[config.mk]
export PLATFORM = sky130hd
export DESIGN_NAME = fifo_rd_drainer_flat
export DESIGN_NICKNAME = d
export VERILOG_FILES = /design/src/rtl/fifo_rd_drainer_pkg.sv /design/src/rtl/fifo_rd_drainer_if.sv /design/src/rtl/fifo_skid_buf.sv /design/src/rtl/fifo_rd_drainer.sv /design/src/flat_wrapper.sv
export SDC_FILE = /design/constraint.sdc
export NUM_CORES = 1
export LEC_CHECK = 0
export BUFFER_PORTS_ARGS = -buffer_cell sky130_fd_sc_hd__buf_4
export CAP_MARGIN = 20
export CORE_ASPECT_RATIO = 0.7
export CORE_MARGIN = 2
export CORE_UTILIZATION = 49
export CTS_BUF_LIST = sky130_fd_sc_hd__clkbuf_8
export CTS_CLUSTER_SIZE = 28
export DETAILED_ROUTE_END_ITERATION = 12
export GPL_ROUTABILITY_DRIVEN = 1
export PLACE_DENSITY = 0.77
export SETUP_SLACK_MARGIN = 0.3
export SLEW_MARGIN = 25
export SYNTH_ARGS = -nofsm -noshare
export SYNTH_HDL_FRONTEND = slang
export SYNTH_SLANG_ARGS = --single-unit
export TNS_END_PERCENT = 1
[constraint.sdc]
create_clock -name rd_clk -period 1.8 [get_ports rd_clk]
set_clock_uncertainty 0.2 [all_clocks]
set_input_delay 0.09 -clock rd_clk [delete_from_list [all_inputs] [get_ports rd_clk]]
set_output_delay 0.09 -clock rd_clk [all_outputs]
set_load 0.01 [all_outputs]
[src/rtl/fifo_rd_drainer_pkg.sv]
// Shared types and constants for the async-FIFO read-side drainer.
package fifo_rd_drainer_pkg;

    localparam int unsigned DATA_W_DEF = 32;
    localparam int unsigned OCC_W      = 2;

    typedef enum logic [1:0] {
        IDLE = 2'd0,
        RUN  = 2'd1,
        STOP = 2'd2
    } drain_state_e;

endpackage

[src/rtl/fifo_rd_drainer_if.sv]
// FIFO read port plus the valid/ready output stream of the drainer.
interface fifo_rd_drainer_if
    import fifo_rd_drainer_pkg::*;
#(
    parameter int unsigned DATA_W = DATA_W_DEF
) ();

    logic              rd_en;
    logic              rd_empty;
    logic [DATA_W-1:0] rd_data;
    logic              rd_valid;
    logic              m_valid;
    logic [DATA_W-1:0] m_data;
    logic              m_last;
    logic              m_ready;

    modport master (
        output rd_en,
        input  rd_empty, rd_data, rd_valid,
        output m_valid, m_data, m_last,
        input  m_ready
    );

    modport slave (
        input  rd_en,
        output rd_empty, rd_data, rd_valid,
        input  m_valid, m_data, m_last,
        output m_ready
    );

endinterface

[src/rtl/fifo_skid_buf.sv]
// Two-entry skid buffer with a registered head; absorbs the FIFO read latency.
module fifo_skid_buf
    import fifo_rd_drainer_pkg::*;
#(
    parameter int unsigned DATA_W = DATA_W_DEF
) (
    input  logic              clk,
    input  logic              rst,
    input  logic              push,
    input  logic [DATA_W-1:0] push_data,
    output logic              valid,
    output logic [DATA_W-1:0] data,
    input  logic              ready,
    output logic [OCC_W-1:0]  occ
);

    logic [DATA_W-1:0] head_q;
    logic [DATA_W-1:0] tail_q;
    logic [OCC_W-1:0]  occ_q;
    logic              pop;

    assign valid = (occ_q != '0);
    assign data  = head_q;
    assign occ   = occ_q;
    assign pop   = valid & ready;

    always_ff @(posedge clk) begin
        if (rst) begin
            head_q <= '0;
            tail_q <= '0;
            occ_q  <= '0;
        end else begin
            case (occ_q)
                2'd0: begin
                    if (push) begin
                        head_q <= push_data;
                        occ_q  <= 2'd1;
                    end
                end
                2'd1: begin
                    if (push && pop) begin
                        head_q <= push_data;
                    end else if (push) begin
                        tail_q <= push_data;
                        occ_q  <= 2'd2;
                    end else if (pop) begin
                        occ_q  <= 2'd0;
                    end
                end
                default: begin
                    // Full: tail shifts into the head on every accepted beat.
                    if (pop) begin
                        head_q <= tail_q;
                        if (push) begin
                            tail_q <= push_data;
                        end else begin
                            occ_q  <= 2'd1;
                        end
                    end
                end
            endcase
        end
    end

    // The rd_en gating upstream guarantees a full buffer is never pushed without a pop.
    always @(posedge clk) begin
        if (!rst) begin
            assert (!(push && (occ_q == 2'd2) && !pop));
        end
    end

endmodule

[src/rtl/fifo_rd_drainer.sv]
// Read-side master for the async FIFO: pops while non-empty and re-emits words on a stream.
module fifo_rd_drainer
    import fifo_rd_drainer_pkg::*;
#(
    parameter int unsigned DATA_W    = DATA_W_DEF,
    parameter int unsigned BURST_LEN = 0,
    parameter int unsigned CNT_W     = 16
) (
    input  logic               rd_clk,
    input  logic               rst_rd,
    input  logic               en,
    fifo_rd_drainer_if.master  bus,
    output logic               busy,
    output logic [CNT_W-1:0]   words_out,
    output logic               err_unexp
);

    localparam int unsigned BEAT_W    = (BURST_LEN > 1) ? $clog2(BURST_LEN) : 1;
    localparam int unsigned LAST_BEAT = (BURST_LEN == 0) ? 0 : BURST_LEN - 1;

    drain_state_e      state_q;
    logic              inflight_q;
    logic [BEAT_W-1:0] beat_cnt_q;
    logic [OCC_W-1:0]  occ;
    logic              pop;
    logic              push;
    logic              drained;
    logic [2:0]        pending;

    assign pop     = bus.m_valid & bus.m_ready;
    assign push    = bus.rd_valid & inflight_q;
    assign drained = ~inflight_q & (occ == '0);

    // Words already owned by the buffer after this cycle's pop; keeps room for one more.
    assign pending   = 3'(occ) + 3'(inflight_q) - 3'(pop);
    assign bus.rd_en = (state_q == RUN) & en & ~bus.rd_empty & (pending < 3'd2);

    assign busy       = (state_q != IDLE);
    assign bus.m_last = bus.m_valid & (BURST_LEN != 0) & (beat_cnt_q == BEAT_W'(LAST_BEAT));

    fifo_skid_buf #(
        .DATA_W (DATA_W)
    ) u_skid (
        .clk       (rd_clk),
        .rst       (rst_rd),
        .push      (push),
        .push_data (bus.rd_data),
        .valid     (bus.m_valid),
        .data      (bus.m_data),
        .ready     (bus.m_ready),
        .occ       (occ)
    );

    always_ff @(posedge rd_clk) begin
        if (rst_rd) begin
            state_q    <= IDLE;
            inflight_q <= 1'b0;
            beat_cnt_q <= '0;
            words_out  <= '0;
            err_unexp  <= 1'b0;
        end else begin
            inflight_q <= bus.rd_en;

            if (bus.rd_valid && !inflight_q) begin
                err_unexp <= 1'b1;
            end

            if (pop) begin
                words_out <= words_out + CNT_W'(1);
            end

            case (state_q)
                IDLE:    if (en)      state_q <= RUN;
                RUN:     if (!en)     state_q <= STOP;
                STOP:    if (drained) state_q <= IDLE;
                default:              state_q <= IDLE;
            endcase

            // No pop can coincide with IDLE entry, since the buffer is empty then.
            if ((state_q == STOP) && drained) begin
                beat_cnt_q <= '0;
            end else if (pop) begin
                if ((BURST_LEN == 0) || (beat_cnt_q == BEAT_W'(LAST_BEAT))) begin
                    beat_cnt_q <= '0;
                end else begin
                    beat_cnt_q <= beat_cnt_q + BEAT_W'(1);
                end
            end
        end
    end

endmodule

[src/flat_wrapper.sv]
// flat-port wrapper written by rule: the top's interface ports become plain ports
module fifo_rd_drainer_flat import fifo_rd_drainer_pkg::*;
#(
    parameter int unsigned DATA_W    = DATA_W_DEF,
    parameter int unsigned BURST_LEN = 0,
    parameter int unsigned CNT_W     = 16
)
  (rd_clk, rst_rd, en, busy, words_out, err_unexp, bus_rd_en, bus_rd_empty, bus_rd_data, bus_rd_valid, bus_m_valid, bus_m_data, bus_m_last, bus_m_ready);
  fifo_rd_drainer_if #(.DATA_W(DATA_W)) bus_i ();
  input  logic rd_clk;
  input  logic rst_rd;
  input  logic en;
  output logic busy;
  output logic [CNT_W-1:0] words_out;
  output logic err_unexp;
  output wire logic [$bits(bus_i.rd_en)-1:0] bus_rd_en;
  input wire logic [$bits(bus_i.rd_empty)-1:0] bus_rd_empty;
  input wire logic [$bits(bus_i.rd_data)-1:0] bus_rd_data;
  input wire logic [$bits(bus_i.rd_valid)-1:0] bus_rd_valid;
  output wire logic [$bits(bus_i.m_valid)-1:0] bus_m_valid;
  output wire logic [$bits(bus_i.m_data)-1:0] bus_m_data;
  output wire logic [$bits(bus_i.m_last)-1:0] bus_m_last;
  input wire logic [$bits(bus_i.m_ready)-1:0] bus_m_ready;
  assign bus_rd_en = bus_i.rd_en;
  assign bus_i.rd_empty = bus_rd_empty;
  assign bus_i.rd_data = bus_rd_data;
  assign bus_i.rd_valid = bus_rd_valid;
  assign bus_m_valid = bus_i.m_valid;
  assign bus_m_data = bus_i.m_data;
  assign bus_m_last = bus_i.m_last;
  assign bus_i.m_ready = bus_m_ready;
  fifo_rd_drainer #(.DATA_W(DATA_W), .BURST_LEN(BURST_LEN), .CNT_W(CNT_W)) u_core (.rd_clk(rd_clk), .rst_rd(rst_rd), .en(en), .bus(bus_i), .busy(busy), .words_out(words_out), .err_unexp(err_unexp));
endmodule
==> flow_summary.json, run 1 <==
{
  "cap_violations": 0,
  "final_antenna_net_count": 0,
  "nNetsFinal": 594,
  "detailed_place_hpwl_mm": 5.83,
  "grt_usage_pct": 23.8,
  "synth_area_leader_cell": "dfxtp_1",
  "drive_gt1_share_pct": 34.0,
  "holdCritPathClass": "input port to flip-flop",
  "dp_cells": 602,
  "portBuffers": 89,
  "layout_setup_ws_ps": -397,
  "drc": 0,
  "die_y_um": 75.9,
  "place_congestion": 0.795,
  "r2r_start": "u_core.u_skid.occ[0]",
  "drv_slew": 0,
  "cts_htree_levels": 3,
  "worst-r2r-cell-count": 8,
  "p_total_mw": 3.59,
  "grt_setup_unrepaired": "true",
  "synth-seq-area-share_pct": 47.6,
  "ys_types": 39,
  "post_drt_wl_per_cell_um": 14.4,
  "fillers": 576,
  "cts_buffer_depth": 2,
  "yosysWarningCount": 0,
  "via_per_inst": 5.16,
  "multi_input_area_um2": 1890,
  "synth.top_cells.by_count": "dfxtp_1 (86), nand2_1 (75), nor2_1 (54)",
  "worstMarginPinSlew_ps": 973,
  "synth_nets": 454,
  "tns_ps": -603,
  "synth.most_common_cell": "dfxtp_1",
  "min_period_ps": 2200,
  "grt_overflow": 0,
  "avgSynthCellArea_um2": 8.74,
  "cts_tree": "built",
  "yosysTopAreaCellShare_pct": 47.6,
  "max_freq_mhz": 455,
  "cts_sinks": 86,
  "clk_pin_slew_ps": 90,
  "syn_area_um2": 3620,
  "path_cells": "nor2_4, inv_2, nand2_2, nor2_2, fa_2, xor2_1, nor4_2, buf_4",
  "syn_to_final_growth_pct": 46.9,
  "grt_max_degree": 50,
  "root_buffer": "clkbuf_8",
  "io_pins": 91,
  "failed_checks": "hold timing, setup timing",
  "regArea_um2": 1730,
  "drtPass1Iterations": 5,
  "whs_endpoint": "u_core.inflight_q",
  "antenna_found_initial": 0,
  "first_iter_violations": 115,
  "netlist_instances": 414,
  "vias": 3388,
  "dieArea_um2": 8100,
  "finalSetupViolCount": 18,
  "n_antenna_cell": 0,
  "worstSetupPathType": "flip-flop to primary output",
  "ff2ff_setup_slack_ps": -50,
  "instances_no_fill": 657,
  "ys.flop_type": "dfxtp_1",
  "finalCritPeriodShare_pct": 122,
  "start_util_pct": 50.1,
  "p_leak_nw": 2.00,
  "cp.required_ps": 1510,
  "status": "finished, violations left",
  "fin_hold_ws_ps": -163,
  "insertion_delay_ps": 340,
  "cts_hold_buf": 38,
  "std_cell_rows": 26,
  "wirelength_mm": 9.48,
  "cpPeakStageDelay_ps": 360,
  "cp.arrival_ps": 1910,
  "power_per_cell_area_nw_per_um2": 675,
  "peakVddDrop_uv": 518,
  "endpoint_kind": "primary output",
  "critPathMaxFanout": 2,
  "die_w_um": 107,
  "synth_area_leaders": "dfxtp_1 (48%), mux2i_1 (9.1%), nand2_1 (7.8%), a211oi_1 (6.6%), a21oi_1 (5.9%)",
  "worst_setup_path_start_kind": "flip-flop",
  "cts_buffers": 9,
  "r2r-end": "u_core.inflight_q",
  "min_path_cells": 3,
  "synth_seq_cells": 86,
  "cpMaxStageDelayCell": "dfxtp_4",
  "hold_violations": 1,
  "startpoint": "u_core.u_skid.occ[0]",
  "grt_pass1_wl_mm": 15.6,
  "synthArstFlopShare_pct": 0,
  "relSlewSlack_pct": 35.1,
  "fp.coreArea_um2": 7220,
  "hp-start": "bus_rd_empty",
  "grt_pass1_vias": 3281,
  "synth_edf_count": 0
}
## power by group
part | leakage, nW | total, mW | switching [mW] | internal [mW]
registers | 0.697 | 1.92 | 0.00841 | 1.91
clock network | 0.103 | 1.39 | 0.696 | 0.689
logic | 1.20 | 0.284 | 0.123 | 0.161
total | 2.00 | 3.59 | 0.828 | 2.76
## logic make-up (layout without fill, tap and decap cells)
family	Yosys count	in the layout	synth area share [%]
flops	86	86	47.6
mux	33	33	9.13
xor+xnor	11	11	2.66
compound gates	89	89	16.4
other cells	1	1	0.104
buf+inv	34	179	5.01
simple gates	158	158	18.3
fa+ha+maj	2	2	0.899
## how the worst max path moves through the flow
stage	end	slack, ps
after floorplan	u_core.inflight_q	-210
after global placement	bus_rd_en	-30
after detailed placement	bus_rd_en	-80
after CTS	bus_rd_en	-420
after global routing	bus_rd_en	-510
final	bus_rd_en	-400
## area by class of cell
cell class / count / share of cell area [%]
Clock inverter: 6 / 1.29
Multi-Input combinational cell: 294 / 35.5
Sequential cell: 86 / 32.6
Tap cell: 98 / 2.31
Timing Repair Buffer: 158 / 25.3
Clock buffer: 10 / 2.59
Inverter: 5 / 0.353
## sequential cells by signal (all words and copies together) (netlist names)
name,count
u_core.err_unexp,1
u_core.inflight_q,1
u_core.state_q,2
u_core.u_skid.data,32
u_core.u_skid.occ,2
u_core.u_skid.tail_q,32
u_core.words_out,16
## placed cells by master, fill, tap and decap left out, drive strengths merged, types with 2 or more instances in the layout
cell         netlist  layout
nand3              8       8
dlygate4sd3        0      37
mux2i             33      33
a31o               2       2
nor2b              2       2
xor2               4       4
inv                5       7
buf               20     120
xnor2              7       7
nand2             75      75
or3                3       3
nor3               3       3
clkbuf             9      10
a21oi             44      44
clkinv             0       2
nor4               6       6
a211oi            32      32
o21ai              3       3
nand2b             3       3
a21o               2       2
dfxtp             86      86
nor2              54      54
## critical path, delay by kind of cell, from the launching register on
kind | cells | cell delay, ps
XOR/XNOR | 1 | 160
flip-flops | 1 | 360
AND/OR/NAND/NOR | 4 | 480
adder cells (fa/ha/maj) | 1 | 320
buffers and inverters | 2 | 230
## layer usage
| metal | share of wire (%) | global-route usage [%] | vias to the layer above | wire length [µm] |
|---|---|---|---|---|
| li1 | - | - | 1705 | - |
| met2 | 48 | 39.2 | 91 | 4560 |
| met3 | 5.2 | 6.02 | 9 | 490 |
| met5 | 0 | 0 | - | 0 |
| met1 | 46 | 31.5 | 1583 | 4340 |
| met4 | 0.92 | 5.58 | 0 | 87 |
## metrics by stage
stage / utilization [%] / worst slack (ps) / hold WS, ps / area, µm²
2_1_floorplan: - / -207 / 18.0 / 3650
3_3_place_gp: 62.8 / -25.1 / 147 / 4540
3_5_place_dp: 62.8 / -83.6 / 155 / 4540
4_1_cts: 72.3 / -421 / -182 / 5220
5_1_grt: 73.6 / -506 / -174 / 5320
6_report: 73.6 / -397 / -163 / 5320
## repair_timing
| action | CTS | global route |
|---|---|---|
| setup endpoints to repair | 79 | 86 |
| pin swaps | 12 | 11 |
| resized for setup | 22 | 28 |
| hold endpoints to repair | 80 | 1 |
| setup buffers | 1 | 0 |
No activity file was read; power rests on OpenSTA's default activity.
==> run 2, diff against run 1 <==
- PLACE_DENSITY: 0.77 -> 0.85
==> run 2 against run 1 <==
  * The flow still finishes with violations (hold timing, setup timing)
  * Non-clock buffer count is 3 lower
  * Sequential cell count is the same
  * Die area stayed put
  * Via count fell by 0.15%
  * Worst setup slack worse by 66 ps
  * Clock power is 17% higher
  * Routed wire length fell by 0.41%
  * Global-route usage decreased by 1.1 points
  * Critical path depth stayed put
  * Hold slack better by 120 ps
  * Largest power group unchanged
==> flow_summary.json, run 2 (synthesized netlist as in run 1, its figures left out) <==
{
  "crit_cells": 8,
  "root_buffer": "clkbuf_8",
  "fp.coreArea_um2": 7220,
  "drc": 0,
  "cts_buffers": 9,
  "holdCritPathClass": "input port to flip-flop",
  "worst_setup_path_start_kind": "flip-flop",
  "nNetsFinal": 591,
  "finalSetupViolCount": 34,
  "worst-r2r-cell-count": 9,
  "start_util_pct": 50.1,
  "r2r_start": "u_core.u_skid.occ[1]",
  "via_per_inst": 5.17,
  "critical_path.endpoint": "bus_rd_en",
  "power_per_cell_area_nw_per_um2": 719,
  "n_antenna_cell": 0,
  "die_y_um": 75.9,
  "failed_checks": "hold timing, setup timing",
  "first_iter_violations": 117,
  "grt_pass1_wl_mm": 14.9,
  "antenna_found_initial": 0,
  "cp.arrival_ps": 1970,
  "cts_sinks": 86,
  "detailed_place_hpwl_mm": 5.90,
  "cpPeakStageDelay_ps": 370,
  "p_leak_nw": 2.02,
  "layout_setup_ws_ps": -462,
  "ff2ff_setup_slack_ps": -170,
  "portBuffers": 89,
  "fillers": 553,
  "grt_usage_pct": 22.7,
  "final_antenna_net_count": 0,
  "cts_buffer_depth": 2,
  "max_freq_mhz": 442,
  "drtPass1Iterations": 4,
  "fin_hold_ws_ps": -48.3,
  "p_sw_share_pct": 21.6,
  "grt_overflow": 0,
  "cap_violations": 0,
  "drv_slew": 0,
  "status": "finished, violations left",
  "startpoint": "u_core.u_skid.occ[1]",
  "min_period_ps": 2260,
  "grt_max_degree": 65,
  "r2r-end": "u_core.inflight_q",
  "place_congestion": 0.829,
  "peakVddDrop_uv": 544,
  "dieArea_um2": 8100,
  "syn_to_final_growth_pct": 46.9,
  "drive_gt1_share_pct": 33.1,
  "intPower_mw": 3.00,
  "power_frac_seq_pct": 50.2,
  "grt_setup_unrepaired": "true",
  "cts_htree_levels": 3,
  "grt_pass1_vias": 3135,
  "post_drt_wl_per_cell_um": 14.4,
  "p_clk_share_pct": 42.3,
  "std_cell_rows": 26,
  "p_total_mw": 3.82,
  "worstSetupPathType": "flip-flop to primary output",
  "endpoint_kind": "primary output",
  "final_common_cell": "buf_4",
  "combinationalPowerShare_pct": 7.5,
  "finalCritPeriodShare_pct": 126,
  "hold_violations": 1,
  "crit_buf_inv": 2,
  "insertion_delay_ps": 340,
  "die_w_um": 107,
  "p_switching_mw": 0.824,
  "wirelength_mm": 9.44,
  "cp.required_ps": 1510,
  "post-place-ws_ps": -132,
  "vias": 3383,
  "final_cell_mix": "buf_4 (113), dfxtp_1 (82), nand2_1 (73)",
  "crit_path_frequent_cell": "nor2_4",
  "cts_tree": "built",
  "io_pins": 91,
  "cts_hold_buf": 36,
  "critPathMaxFanout": 3,
  "cpMaxStageDelayCell": "dfxtp_4",
  "path_cells": "nor2_4, inv_2, nand2_4, nor2_4, fa_2, xor2_2, nor4_4, buf_4",
  "hp-start": "bus_rd_empty",
  "cp_top_family": "simple AND/OR/NAND/NOR gates",
  "clk_pin_slew_ps": 90
}
[run 2: worst min-delay path by stage]
stage,endpoint,slack [ps],depth (start not counted)
global placement,u_core.err_unexp,150,3
detailed placement,u_core.u_skid.tail_q[15],160,3
CTS,u_core.inflight_q,-50,4
floorplan,bus_rd_en,20,1
finish,u_core.inflight_q,-50,4
global route,u_core.inflight_q,-60,4
[run 2: area by class of cell]
type	count	area, µm²	share of cell area [%]
timing repair buffer	155	1300	24.5
clock buffer	9	124	2.33
clock inverter	7	121	2.28
multi-input combinational	294	1900	35.7
inverter	5	18.8	0.353
sequential	86	1730	32.6
tap	98	123	2.31
[run 2: power groups by stage]
stage | Sequential [mW] | Combinational (mW) | Clock, mW
after floorplan | 1.97 | 0.0876 | 0
after global placement | 1.97 | 0.202 | 0
after detailed placement | 1.97 | 0.207 | 0
after CTS | 1.92 | 0.277 | 1.65
after global routing | 1.92 | 0.308 | 1.73
final | 1.92 | 0.287 | 1.62
[run 2: worst register-to-register path: cells and delay by family (launching register included)]
| kind | cells | cell delay, ps |
|---|---|---|
| buffers and inverters | 2 | 220 |
| XOR/XNOR | 1 | 170 |
| adder cells (fa/ha/maj) | 1 | 350 |
| flip-flops | 1 | 370 |
| AND/OR/NAND/NOR | 5 | 620 |
[run 2: metal layers]
| metal | up-vias | part of all wire, % | track usage (%) |
|---|---|---|---|
| li1 | 1697 | - | - |
| met1 | 1585 | 44 | 29.5 |
| met2 | 83 | 50 | 38.8 |
| met3 | 18 | 4.4 | 4.65 |
| met4 | 0 | 1.5 | 5.71 |
| met5 | - | 0 | 0 |
[run 2: repair_timing]
item,CTS,global route
pin swaps,20,9
gates resized for setup,29,13
hold endpoints to repair,74,1
setup buffers,4,0
endpoints found under the setup margin,78,80
[run 2: stage by stage]
stage,TNS (ps),cell area (µm²),std cells,utilization (%)
6_report,-2970,5320,654,73.6
4_1_cts,-2660,5250,654,72.7
5_1_grt,-5480,5320,654,73.6
3_3_place_gp,-21.6,4510,598,62.4
2_1_floorplan,-273,3650,414,-
3_5_place_dp,-867,4510,598,62.4
